==> src/rtl/weight_preload_sequencer.sv <==
// Weight preload sequencer: turns a valid/ready weight stream into row-major
// mesh preload writes, then signals done (and optionally start) once the last write lands.
module weight_preload_sequencer #(
    parameter int DW         = 8,
    parameter int ROWS       = 16,
    parameter int COLS       = 24,
    parameter int ROW_W      = 4,
    parameter int COL_W      = 5,
    parameter bit AUTO_START = 1'b1
) (
    input  logic                   clk,
    input  logic                   rst,
    input  logic                   load_req,
    input  logic                   abort,
    input  logic                   s_valid,
    input  logic [DW-1:0]          s_data,
    output logic                   s_ready,
    output logic                   preload_valid,
    output logic [ROW_W+COL_W-1:0] preload_addr,
    output logic [DW-1:0]          preload_data,
    output logic                   start,
    output logic                   busy,
    output logic                   done
);

    typedef enum logic [1:0] {IDLE, LOAD, FLUSH, FIRE} state_t;

    localparam logic [ROW_W-1:0] ROW_LAST = ROW_W'(ROWS - 1);
    localparam logic [COL_W-1:0] COL_LAST = COL_W'(COLS - 1);

    state_t                   state_q, state_d;
    logic [ROW_W-1:0]         row_q, row_d;
    logic [COL_W-1:0]         col_q, col_d;
    logic                     pv_q;
    logic [ROW_W+COL_W-1:0]   addr_q;
    logic [DW-1:0]            data_q;
    logic                     start_q, done_q;
    logic                     xfer;
    logic                     last_beat;

    // Ready is decoded from state alone so there is no s_valid -> s_ready path.
    assign s_ready   = (state_q == LOAD);
    assign xfer      = s_ready & s_valid;
    assign last_beat = (row_q == ROW_LAST) && (col_q == COL_LAST);

    always_comb begin
        state_d = state_q;
        row_d   = row_q;
        col_d   = col_q;
        case (state_q)
            IDLE: begin
                if (load_req) begin
                    state_d = LOAD;
                    row_d   = '0;
                    col_d   = '0;
                end
            end
            LOAD: begin
                if (xfer) begin
                    if (col_q == COL_LAST) begin
                        col_d = '0;
                        row_d = row_q + 1'b1;
                    end else begin
                        col_d = col_q + 1'b1;
                    end
                end
                // Abort outranks completion; the beat taken this cycle is still written.
                if (abort) begin
                    state_d = IDLE;
                    row_d   = '0;
                    col_d   = '0;
                end else if (xfer && last_beat) begin
                    state_d = FLUSH;
                    row_d   = '0;
                    col_d   = '0;
                end
            end
            FLUSH:   state_d = FIRE;
            FIRE:    state_d = IDLE;
            default: state_d = IDLE;
        endcase
    end

    always_ff @(posedge clk) begin
        if (rst) begin
            state_q <= IDLE;
            row_q   <= '0;
            col_q   <= '0;
            pv_q    <= 1'b0;
            addr_q  <= '0;
            data_q  <= '0;
            start_q <= 1'b0;
            done_q  <= 1'b0;
        end else begin
            state_q <= state_d;
            row_q   <= row_d;
            col_q   <= col_d;
            pv_q    <= xfer;
            if (xfer) begin
                addr_q <= {row_q, col_q};
                data_q <= s_data;
            end
            done_q  <= (state_d == FIRE);
            start_q <= AUTO_START && (state_d == FIRE);
        end
    end

    assign preload_valid = pv_q;
    assign preload_addr  = addr_q;
    assign preload_data  = data_q;
    assign start         = start_q;
    assign done          = done_q;
    assign busy          = (state_q != IDLE);

endmodule

==> config.mk <==
export PLATFORM = sky130hd
export DESIGN_NAME = weight_preload_sequencer
export DESIGN_NICKNAME = d
export VERILOG_FILES = /design/src/rtl/weight_preload_sequencer.sv
export SDC_FILE = /design/constraint.sdc
export NUM_CORES = 1
export LEC_CHECK = 0
export ABC_AREA = 1
export CORE_MARGIN = 2
export CORE_UTILIZATION = 52
export CTS_BUF_LIST = sky130_fd_sc_hd__clkbuf_8
export DETAILED_ROUTE_END_ITERATION = 8
export DONT_BUFFER_PORTS = 1
export PLACE_DENSITY = 0.67
export SYNTH_ARGS = -nofsm -noshare
export SYNTH_HDL_FRONTEND = slang
export SYNTH_SLANG_ARGS = --single-unit
==> constraint.sdc <==
create_clock -name clk -period 3.6 [get_ports clk]
set_clock_uncertainty 0.2 [all_clocks]
set_input_delay 0.9 -clock clk [delete_from_list [all_inputs] [get_ports clk]]
set_output_delay 0.9 -clock clk [all_outputs]
set_load 0.01 [all_outputs]
==> out/qor.csv, run 1 <==
stage,metric,value,unit
worst_setup_path,Worst R2R Path Depth,8,
floorplanning,overall die height,54.9,um
final_layout,layout cells sized above 1,13.2,%
sta,measured slew at the worst slew-check pin,0.330,ns
logic_synthesis,most instantiated flip-flop cell in the synthesis netlist,sky130_fd_sc_hd__dfxtp_1,
drt,WL/cell,12.7,um
final_layout,share of the core filled with cells,58.3,%
sta,final setup slack of the worst path,1.38,ns
job,count of maximum capacitance violations,0,
run_status,status,"complete, no violations",
final_layout,antenna diode count,0,
clock_tree,number of buffers inserted by hold repair at cts,0,
place,DP Wirelength,1920,um
floorplanning,Die Area,3020,um^2
logic_synthesis,"top cells by area, synth","sky130_fd_sc_hd__dfxtp_1 45%, sky130_fd_sc_hd__nand2_1 14%, sky130_fd_sc_hd__nand3_1 8.2%",
floorplanning,standard-cell row count,18,
worst_setup_path,Critical Path Fanout Max,19,
clock_tree,post-CTS resize count,0,
clock_tree,clock tree from TritonCTS,built,
worst_setup_path,CP Launch Point,state_q[0]$_SDFF_PP0_,
drt,total wire length after detailed routing,2690,um
sta,final hold violation count,0,
clock_tree,clock sink total,30,
logic_synthesis,Post-synth EDFFs,0,
drt,DRT antenna net count,0,
drt,post-detailed-route DRC marker count,0,
sta,worst relative slew slack,78.0,%
logic_synthesis,area share of and/or/nand/nor cells after synthesis,37.4,%
clock_tree,number of post-CTS setup repair buffers,0,
global_routing,antenna violations before repair,0,
floorplanning,ports placed on the boundary,35,
logic_synthesis,number of unique standard cell types used by synthesis,25,
worst_setup_path,setup slack of the worst register-to-register path,1.87,ns
logic_synthesis,"Warnings, synthesis",0,
worst_setup_path,worst path required time,2.50,ns
clock_tree,library cell used as clock root buffer,sky130_fd_sc_hd__clkbuf_8,
drt,iteration-0 DRC count of the detailed router,25,
floorplanning,Core Box Area,2480,um^2
logic_synthesis,xor and xnor area share after synthesis,0,%
logic_synthesis,number of synthesized register bits,30,
clock_tree,# H-tree levels,2,
worst_hold_path,HP Class,flip-flop to flip-flop,
power,pwr/cell area,463,nW/um^2
place,count of buffers from port buffering,0,
final_layout,nets,196,
sta,setup repair after global routing missed its margin,no,
final_layout,P&R area growth vs syn,7.05,%
sta,final setup violating endpoints,0,
global_routing,global-route wire length before repair,3830,um
worst_setup_path,critical path launch point type,flip-flop,
logic_synthesis,fraction of registers with async set/reset,0,%
logic_synthesis,summed instance area of the synthesized netlist,1350,um^2
logic_synthesis,synthesized netlist net count,196,
worst_setup_path,endpoint arrival time on the critical path,1.12,ns
drt,via count,1124,
global_routing,total routing resource utilization after global routing,18.5,%
place,total placed instance area,1350,um^2
worst_setup_path,critical path class,flip-flop to output port,
logic_synthesis,commonest cells in the synthesized netlist,"50 x sky130_fd_sc_hd__nand2_1, 30 x sky130_fd_sc_hd__dfxtp_1, 22 x sky130_fd_sc_hd__nand3_1, 19 x sky130_fd_sc_hd__a21oi_1, 14 x sky130_fd_sc_hd__nor2_1",
power,Max VDD drop,360,uV
sta,time the final worst path needs with I/O delays and setup,2.22,ns
worst_setup_path,reg-to-reg endpoint,col_q[2]$_SDFFE_PP0P_,
logic_synthesis,adder and majority gate portion of the synthesized area,1.86,%
clock_tree,maximum buffer depth of the clock tree,2,
logic_synthesis,most used standard cell by instance count after synthesis,sky130_fd_sc_hd__nand2_1,
worst_setup_path,nature of the critical path endpoint,output port,
global_routing,largest net degree at the start of global routing,23,
logic_synthesis,main combinational cell family by area after synthesis,simple AND/OR/NAND/NOR gates,
sta,crit share post-route,61.7,%
floorplanning,initial cell density of the core,54.4,%
global_routing,via count of the first global-routing pass,858,
final_layout,cell area after layout,1440,um^2
logic_synthesis,share of the synthesized area in the top cell type,44.5,%
worst_setup_path,launching point of the worst reg2reg path,state_q[0]$_SDFF_PP0_,
worst_setup_path,end point of the critical path,s_ready,
floorplanning,Die Wd,54.9,um
drt,total iterations of the first detailed-routing run,4,
logic_synthesis,synthesized instance count,181,
final_layout,count of fill cells added during filler insertion,225,
logic_synthesis,leading area contributor after synthesis,sky130_fd_sc_hd__dfxtp_1,
logic_synthesis,part of the Yosys area used for sequential elements,44.5,%
clock_tree,insertion delay to the later sink of the worst-skew pair,0.28,ns
clock_tree,number of buffers created by CTS,5,
place,routability-driven placement congestion ratio,0.825,
sta,achievable clock frequency,0.450,GHz
drt,via-per-instance ratio,5.30,
power,Static Leakage,0.569,nW
logic_synthesis,average size of a mapped cell,7.45,um^2
sta,setup TNS after final layout,0,ns
sta,number of max-slew violations in the final report,0,
place,Place WS,1.61,ns
logic_synthesis,Compound-Gate Fraction of Synth Area,9.28,%
global_routing,overflow left after global routing,0,
logic_synthesis,mux cell area share after synthesis,0,%
clock_tree,clock-pin slew on the worst setup and hold paths,0.06,ns
[report_power, final]
group	internal [mW]	total, mW	switching (mW)
clock network	0.151	0.268	0.117
logic	0.0163	0.0517	0.0353
registers	0.340	0.349	0.00966
[critical path: stages, from the launching register on]
cell                      delay [ns]
sky130_fd_sc_hd__dfxtp_1        0.44
sky130_fd_sc_hd__inv_2          0.11
sky130_fd_sc_hd__nor2_8         0.29
[area by class of cell]
| type | count | area (um^2) | area share [%] |
|---|---|---|---|
| Tap cell | 30 | 37.5 | 2.60 |
| Inverter | 16 | 60.1 | 4.16 |
| Sequential cell | 30 | 601 | 41.6 |
| Clock buffer | 6 | 82.6 | 5.72 |
| Clock inverter | 2 | 8.76 | 0.607 |
| Multi-Input combinational cell | 128 | 654 | 45.3 |
[per-layer routing]
layer  GRT usage, %  up-vias  routed length [um]
li1               -      585                   -
met1           23.8      501                1220
met2           28.0       36                1220
met3           8.60        2                 221
met4           4.88        0                  23
met5              0        -                   0
[placed cells by master (no fill, tap or decap)]
master	Yosys	layout
sky130_fd_sc_hd__a21oi_1	19	19
sky130_fd_sc_hd__a21oi_2	1	1
sky130_fd_sc_hd__and2_1	1	1
sky130_fd_sc_hd__clkbuf_8	0	6
sky130_fd_sc_hd__clkinv_2	0	1
sky130_fd_sc_hd__dfxtp_1	30	30
sky130_fd_sc_hd__ha_1	2	2
sky130_fd_sc_hd__inv_1	13	14
sky130_fd_sc_hd__inv_2	3	3
sky130_fd_sc_hd__nand2_1	50	50
sky130_fd_sc_hd__nand2_2	4	4
sky130_fd_sc_hd__nand2_4	2	2
sky130_fd_sc_hd__nand3_1	22	22
sky130_fd_sc_hd__nand3_2	1	1
sky130_fd_sc_hd__nand3_4	2	2
sky130_fd_sc_hd__nand4_1	1	1
sky130_fd_sc_hd__nor2_1	14	14
sky130_fd_sc_hd__nor2_2	2	2
sky130_fd_sc_hd__nor2_8	1	1
sky130_fd_sc_hd__nor3_1	2	2
sky130_fd_sc_hd__o211ai_1	1	1
sky130_fd_sc_hd__o21ai_0	1	1
sky130_fd_sc_hd__o21ai_2	1	1
sky130_fd_sc_hd__or2_1	1	1
[cell families after synthesis]
kind of cell | Yosys count
compound gates | 23
fa+ha+maj | 2
buf+inv | 23
flops | 30
simple gates | 103
[stage by stage]
step | hold slack (ns) | power, mW | std cells
2_1_floorplan | 0.264 | 0.405 | 181
3_3_place_gp | 0.279 | 0.407 | 204
3_5_place_dp | 0.287 | 0.409 | 204
4_1_cts | 0.292 | 0.684 | 212
5_1_grt | 0.323 | 0.698 | 212
6_report | 0.294 | 0.669 | 212
[worst min-delay path by stage]
| stage | start | to | cells after the start | slack (ns) |
|---|---|---|---|---|
| 5_1_grt | row_q[2]$_SDFFE_PP0P_ | row_q[2]$_SDFFE_PP0P_ | 2 | 0.32 |
| 2_1_floorplan | col_q[4]$_SDFFE_PP0P_ | col_q[4]$_SDFFE_PP0P_ | 2 | 0.26 |
| 6_report | row_q[2]$_SDFFE_PP0P_ | preload_addr[7]$_SDFFE_PP0P_ | 2 | 0.29 |
| 3_5_place_dp | row_q[2]$_SDFFE_PP0P_ | preload_addr[7]$_SDFFE_PP0P_ | 2 | 0.29 |
| 3_3_place_gp | row_q[2]$_SDFFE_PP0P_ | preload_addr[7]$_SDFFE_PP0P_ | 2 | 0.28 |
| 4_1_cts | row_q[2]$_SDFFE_PP0P_ | preload_addr[7]$_SDFFE_PP0P_ | 2 | 0.29 |
[flip-flops by register name, indices dropped and copies added, names as in the netlist]
| name | flops |
|---|---|
| row_q | 4 |
| state_q | 2 |
| col_q | 5 |
| preload_addr | 9 |
| preload_valid | 1 |
| preload_data | 8 |
| done | 1 |
No activity file was read; power rests on OpenSTA's default activity.
==> run 2, diff against run 1 <==
clock period = 2.05 ns   (was 3.6 ns; I/O delays follow)
==> run 2 against run 1 <==
Combinational power increased by 87%. First-iteration DRC count grew 4.0%. Sequential share of layout area down 0.92 points. Largest cell class unchanged. Critical path type unchanged. Wire length is 1.7% higher. Design area rose by 2.3%. Total power rose by 92%. Critical path depth did not move.
==> out/qor.csv, run 2 (synthesis gave the netlist of run 1 again) <==
stage,metric,value,unit,change
worst_setup_path,worst path required time,1.34,ns,-1.16 ns
global_routing,total routing resource utilization after global routing,20.0,%,+1.5 points
worst_setup_path,count of buffer and inverter cells on the critical path,1,,unchanged
worst_hold_path,WHS Path Cells,1,,-1
power,pwr/cell area,868,nW/um^2,+87%
clock_tree,clock-pin slew on the worst setup and hold paths,0.06,ns,about the same
clock_tree,insertion delay to the later sink of the worst-skew pair,0.28,ns,about the same
clock_tree,clock sink total,30,,unchanged
clock_tree,# H-tree levels,2,,unchanged
final_layout,share of the core filled with cells,59.6,%,+1.3 points
worst_setup_path,critical path depth in cells,2,,unchanged
worst_setup_path,critical path class,flip-flop to output port,,
worst_setup_path,Critical Path Fanout Max,12,,-7
sta,number of max-slew violations in the final report,0,,unchanged
drt,post-detailed-route DRC marker count,0,,unchanged
drt,total wire length after detailed routing,2730,um,+1.7%
sta,achievable clock frequency,0.568,GHz,
drt,WL/cell,12.8,um,+0.73%
drt,via-per-instance ratio,5.28,,-0.49%
sta,time the final worst path needs with I/O delays and setup,1.76,ns,
final_layout,nets,198,,+1.0%
floorplanning,ports placed on the boundary,35,,unchanged
worst_setup_path,Crit path max-delay family,flip-flops,,
drt,DRT antenna net count,0,,unchanged
sta,setup TNS after final layout,0,ns,unchanged
sta,worst relative slew slack,80.3,%,+2.3 points
sta,measured slew at the worst slew-check pin,0.296,ns,-0.0344 ns
global_routing,largest net degree at the start of global routing,23,,unchanged
drt,iteration-0 DRC count of the detailed router,26,,+4.0%
final_layout,number of flip-flops under the largest register name,9,,unchanged
floorplanning,standard-cell row count,18,,unchanged
drt,via count,1129,,+0.44%
sta,final hold violation count,0,,unchanged
floorplanning,Core Box Area,2480,um^2,unchanged
worst_setup_path,standard cell with the maximum stage delay on the critical path,sky130_fd_sc_hd__dfxtp_1,,
clock_tree,number of buffers created by CTS,5,,unchanged
final_layout,layout cells sized above 1,14.7,%,+1.5 points
place,count of buffers from port buffering,0,,unchanged
clock_tree,post-CTS resize count,0,,unchanged
global_routing,global-route wire length before repair,4220,um,+10%
power,Static Leakage,0.584,nW,+2.6%
worst_setup_path,series of cell instances along the critical path,"inv_2, nor2_8",,
worst_setup_path,CP max stage delay,0.43,ns,about the same
clock_tree,number of buffers inserted by hold repair at cts,0,,unchanged
final_layout,P&R area growth vs syn,9.46,%,
drt,total iterations of the first detailed-routing run,4,,unchanged
worst_setup_path,nature of the critical path endpoint,output port,,
worst_setup_path,endpoint arrival time on the critical path,1.05,ns,-0.07 ns
job,count of maximum capacitance violations,0,,unchanged
clock_tree,clock tree from TritonCTS,built,,
sta,final setup violating endpoints,0,,unchanged
floorplanning,initial cell density of the core,54.4,%,unchanged
worst_hold_path,HP Class,primary input to flip-flop,,
floorplanning,Die Area,3020,um^2,unchanged
sta,crit share post-route,85.9,%,
place,routability-driven placement congestion ratio,0.832,,+0.78%
floorplanning,Die Wd,54.9,um,unchanged
place,DP Wirelength,1980,um,+2.9%
sta,setup repair after global routing missed its margin,no,,
global_routing,antenna violations before repair,0,,unchanged
floorplanning,overall die height,54.9,um,unchanged
run_status,status,"complete, no violations",,
worst_setup_path,Worst R2R Path Depth,9,,+1
power,Max VDD drop,603,uV,+67%
clock_tree,maximum buffer depth of the clock tree,2,,unchanged
final_layout,antenna diode count,0,,unchanged
global_routing,overflow left after global routing,0,,unchanged
worst_setup_path,critical path launch point type,flip-flop,,
clock_tree,library cell used as clock root buffer,sky130_fd_sc_hd__clkbuf_8,,
global_routing,via count of the first global-routing pass,938,,+9.3%
clock_tree,number of post-CTS setup repair buffers,0,,unchanged
final_layout,"leading cell types in the layout, fill and taps excluded","50 x sky130_fd_sc_hd__nand2_1, 30 x sky130_fd_sc_hd__dfxtp_1, 22 x sky130_fd_sc_hd__nand3_1, 19 x sky130_fd_sc_hd__a21oi_1, 14 x sky130_fd_sc_hd__nor2_1",,
final_layout,"most common cell after layout, fill and taps aside",sky130_fd_sc_hd__nand2_1,,
run 2: changes by cell type in the layout (fill, tap and decap cells not counted), sizes merged:
cell,delta
clkinv,+1
buf,+2
clkbuf,-1
bufinv,+1
inv,-1
run 2: layout make-up:
type                            count  area, um^2
Fill cell                         244        1000
Multi-Input combinational cell    128         654
Sequential cell                    30         601
Clock buffer                        5        68.8
Inverter                           16        60.1
Clock inverter                      3        40.0
Tap cell                           30        37.5
Timing Repair Buffer                2        15.0
run 2: through the flow:
step,hold WS [ns],cell area [um^2],power [mW],instances,setup slack [ns]
after floorplan,0.264,1350,0.711,181,0.457
final,0.0935,1480,1.28,214,0.290
after CTS,0.0886,1480,1.29,214,0.282
after detailed placement,0.290,1370,0.722,206,0.390
after global placement,0.283,1370,0.720,206,0.437
after global routing,0.0795,1480,1.33,214,0.214
run 2: final timing paths:
kind | from | endpoint | slack, ns
max | state_q[0]$_SDFF_PP0_ | s_ready | 0.29
min | rst | preload_addr[1]$_SDFFE_PP0P_ | 0.09
max reg2reg | col_q[0]$_SDFFE_PP0P_ | col_q[2]$_SDFFE_PP0P_ | 0.38
min reg2reg | row_q[2]$_SDFFE_PP0P_ | preload_addr[7]$_SDFFE_PP0P_ | 0.30
run 2: worst register-to-register path, delay by kind of cell, from the launching register on:
kind / cells / cell delay (ns)
adder cells (fa/ha/maj): 1 / 0.19
buffers and inverters: 1 / 0.07
flip-flops: 1 / 0.39
AND/OR/NAND/NOR: 7 / 0.72
run 2: report_power, final:
part           internal [mW]  switching, mW
Sequential             0.597         0.0160
Clock                  0.357          0.216
Combinational         0.0320         0.0647
run 2: metal layers:
layer  global-route usage (%)  up-vias  share of wire (%)  wire length (um)
met5                        0        -                  0                 0
met4                     8.54        0                1.4                37
met3                     6.99        6                5.9               160
met2                     28.2       25                 44              1210
met1                     27.5      508                 48              1320
li1                         -      590                  -                 -
==> run 3, diff against run 2 <==
PLACE_DENSITY = 0.7   (was 0.67)
clock period = 1.6 ns   (was 2.05 ns; I/O delays follow)
==> run 3 against run 2 <==
Register-to-register slack worse by 0.32 ns. Die area stayed put. Design area is 8.1% higher. Global-route usage is 0.76 points lower. Count of clock-buffer cells in the layout is 1 higher. Core utilization is 4.8 points higher. Sequential power is 28% higher. Sequential cell count stayed put. First-iteration DRC count is 42% higher. Sequential share of layout area is 2.6 points lower. Hold slack worse by 0.016 ns. Total power is 22% higher. Critical endpoint is now done$_SDFF_PP0_. Largest power group unchanged.
==> out/qor.csv, run 3 (synthesis gave the netlist of run 1 again) <==
stage,metric,value,unit,change
drt,total iterations of the first detailed-routing run,4,,unchanged
drt,via count,1176,,+4.2%
final_layout,"most common cell after layout, fill and taps aside",sky130_fd_sc_hd__nand2_1,,
power,Static Leakage,0.635,nW,+8.7%
global_routing,largest net degree at the start of global routing,21,,-8.7%
run_status,status,"complete, no violations",,
global_routing,antenna violations before repair,0,,unchanged
floorplanning,overall die height,54.9,um,unchanged
final_layout,count of fill cells added during filler insertion,215,,-12%
floorplanning,standard-cell row count,18,,unchanged
place,routability-driven placement congestion ratio,0.790,,-5.0%
sta,number of max-slew violations in the final report,0,,unchanged
clock_tree,clock-pin slew on the worst setup and hold paths,0.06,ns,about the same
worst_setup_path,count of buffer and inverter cells on the critical path,1,,unchanged
clock_tree,maximum buffer depth of the clock tree,2,,unchanged
worst_setup_path,launching point of the worst reg2reg path,state_q[0]$_SDFF_PP0_,,
worst_setup_path,nature of the critical path endpoint,flip-flop,,
sta,final setup slack of the worst path,0.0362,ns,-0.253 ns
drt,DRT antenna net count,0,,unchanged
place,count of buffers from port buffering,0,,unchanged
final_layout,nets,207,,+4.5%
place,Place WS,0.0204,ns,-0.369 ns
job,count of maximum capacitance violations,0,,unchanged
worst_setup_path,CP Launch Point,rst,,
final_layout,cell area after layout,1600,um^2,+8.1%
sta,final setup violating endpoints,0,,unchanged
sta,crit share post-route,97.7,%,
worst_setup_path,Critical Path Fanout Max,20,,+8
drt,post-detailed-route DRC marker count,0,,unchanged
place,DP Wirelength,1990,um,+0.69%
sta,setup repair after global routing missed its margin,yes,,
clock_tree,insertion delay to the later sink of the worst-skew pair,0.28,ns,about the same
global_routing,via count of the first global-routing pass,878,,-6.4%
sta,time the final worst path needs with I/O delays and setup,1.56,ns,
power,pwr/cell area,976,nW/um^2,+12%
worst_setup_path,worst path required time,1.54,ns,+0.20 ns
worst_hold_path,Worst Min Path Start,s_data[4],,
sta,final hold violation count,0,,unchanged
floorplanning,Die Area,3020,um^2,unchanged
power,Max VDD drop,802,uV,+33%
global_routing,overflow left after global routing,0,,unchanged
global_routing,total routing resource utilization after global routing,19.2,%,-0.76 points
worst_setup_path,CP max stage delay,0.98,ns,+0.55 ns
clock_tree,# H-tree levels,2,,unchanged
worst_hold_path,Hold EP,preload_data[4]$_SDFFE_PP0P_,,
final_layout,layout cells sized above 1,23.8,%,+9.2 points
worst_setup_path,series of cell instances along the critical path,"dlygate4sd3_1, nor3_1",,
drt,via-per-instance ratio,5.27,,about the same
worst_setup_path,endpoint arrival time on the critical path,1.50,ns,+0.45 ns
drt,total wire length after detailed routing,2920,um,+6.9%
floorplanning,initial cell density of the core,54.4,%,unchanged
global_routing,global-route wire length before repair,3980,um,-5.7%
sta,setup TNS after final layout,0,ns,unchanged
sta,worst relative slew slack,54.3,%,-26 points
final_layout,antenna diode count,0,,unchanged
worst_setup_path,Worst R2R Path Depth,9,,unchanged
clock_tree,clock sink total,30,,unchanged
drt,WL/cell,13.1,um,+2.6%
sta,achievable clock frequency,0.639,GHz,
worst_setup_path,Crit path max-delay family,buffers and inverters,,
floorplanning,Die Wd,54.9,um,unchanged
final_layout,"count of placed standard cells in the final layout, fillers left out",223,,+4.2%
worst_hold_path,HP Class,primary input to flip-flop,,
worst_hold_path,WHS Path Cells,2,,+1
worst_setup_path,setup slack of the worst register-to-register path,0.06,ns,-0.32 ns
final_layout,"leading cell types in the layout, fill and taps excluded","46 x sky130_fd_sc_hd__nand2_1, 26 x sky130_fd_sc_hd__dfxtp_1, 22 x sky130_fd_sc_hd__nand3_1, 19 x sky130_fd_sc_hd__a21oi_1, 13 x sky130_fd_sc_hd__inv_1",,
worst_setup_path,standard cell with the maximum stage delay on the critical path,sky130_fd_sc_hd__dlygate4sd3_1,,
worst_setup_path,critical path class,primary input to flip-flop,,
sta,measured slew at the worst slew-check pin,0.683,ns,+0.387 ns
worst_setup_path,reg-to-reg endpoint,col_q[2]$_SDFFE_PP0P_,,
final_layout,number of flip-flops under the largest register name,9,,unchanged
final_layout,P&R area growth vs syn,18.4,%,
clock_tree,clock tree from TritonCTS,built,,
place,total placed instance area,1400,um^2,+2.2%
worst_setup_path,critical path launch point type,primary input,,
clock_tree,library cell used as clock root buffer,sky130_fd_sc_hd__clkbuf_8,,
drt,iteration-0 DRC count of the detailed router,37,,+42%
place,DP Cell Count,210,,+1.9%
floorplanning,ports placed on the boundary,35,,unchanged
floorplanning,Core Box Area,2480,um^2,unchanged
clock_tree,number of buffers created by CTS,5,,unchanged
==> run 3: cell count changes in the layout (fill, tap and decap cells not counted), moves of 2 or more <==
cell	previous run	this run
sky130_fd_sc_hd__nor2_1	14	12
sky130_fd_sc_hd__nand2_2	4	7
sky130_fd_sc_hd__buf_4	2	8
sky130_fd_sc_hd__nor2_4	0	2
sky130_fd_sc_hd__dfxtp_2	0	3
sky130_fd_sc_hd__nand2_1	50	46
sky130_fd_sc_hd__dfxtp_1	30	26
==> run 3: stage by stage <==
step | power (mW) | util, % | hold slack [ns]
after floorplan | 0.910 | - | 0.264
after global placement | 0.926 | 56.4 | 0.271
after detailed placement | 0.930 | 56.4 | 0.273
after CTS | 1.56 | 61.4 | 0.0684
after global routing | 1.62 | 64.4 | 0.0719
final | 1.56 | 64.4 | 0.0775
==> run 3: area by class of cell <==
cell class	count	area (um^2)	area share [%]
Clock buffer	6	82.6	5.17
Clock inverter	2	8.76	0.549
Inverter	16	62.6	3.92
Multi-Input combinational cell	128	687	43.0
Sequential cell	30	608	38.1
Tap cell	30	37.5	2.35
Timing Repair Buffer	11	110	6.90
==> run 3: how the worst max path moves through the flow <==
stage,end,slack [ns],cells past startpoint
global route,col_q[2]$_SDFFE_PP0P_,-0.02,9
global placement,col_q[2]$_SDFFE_PP0P_,0.04,9
CTS,col_q[2]$_SDFFE_PP0P_,0.007,9
detailed placement,col_q[2]$_SDFFE_PP0P_,0.02,9
finish,done$_SDFF_PP0_,0.04,2
floorplan,col_q[2]$_SDFFE_PP0P_,0.08,9
==> run 3: per-layer routing <==
metal	up-vias	routed length (um)	GRT usage, %
met5	-	0	0
met4	0	40	7.32
met3	6	205	8.33
met2	32	1400	29.2
met1	537	1270	24.1
li1	601	-	-
==> run 3: repair_timing <==
item	in CTS	in global routing
hold buffers	1	0
pin swaps	1	4
endpoints found under the setup margin	2	10
gates cloned	0	1
setup buffers	1	2
resized for setup	6	13
endpoints found under the hold margin	20	0
==> run 3: power by group <==
group,total [mW],switching [mW],internal (mW)
clock network,0.604,0.265,0.340
logic,0.171,0.102,0.0692
registers,0.782,0.0176,0.765
total,1.56,0.384,1.17
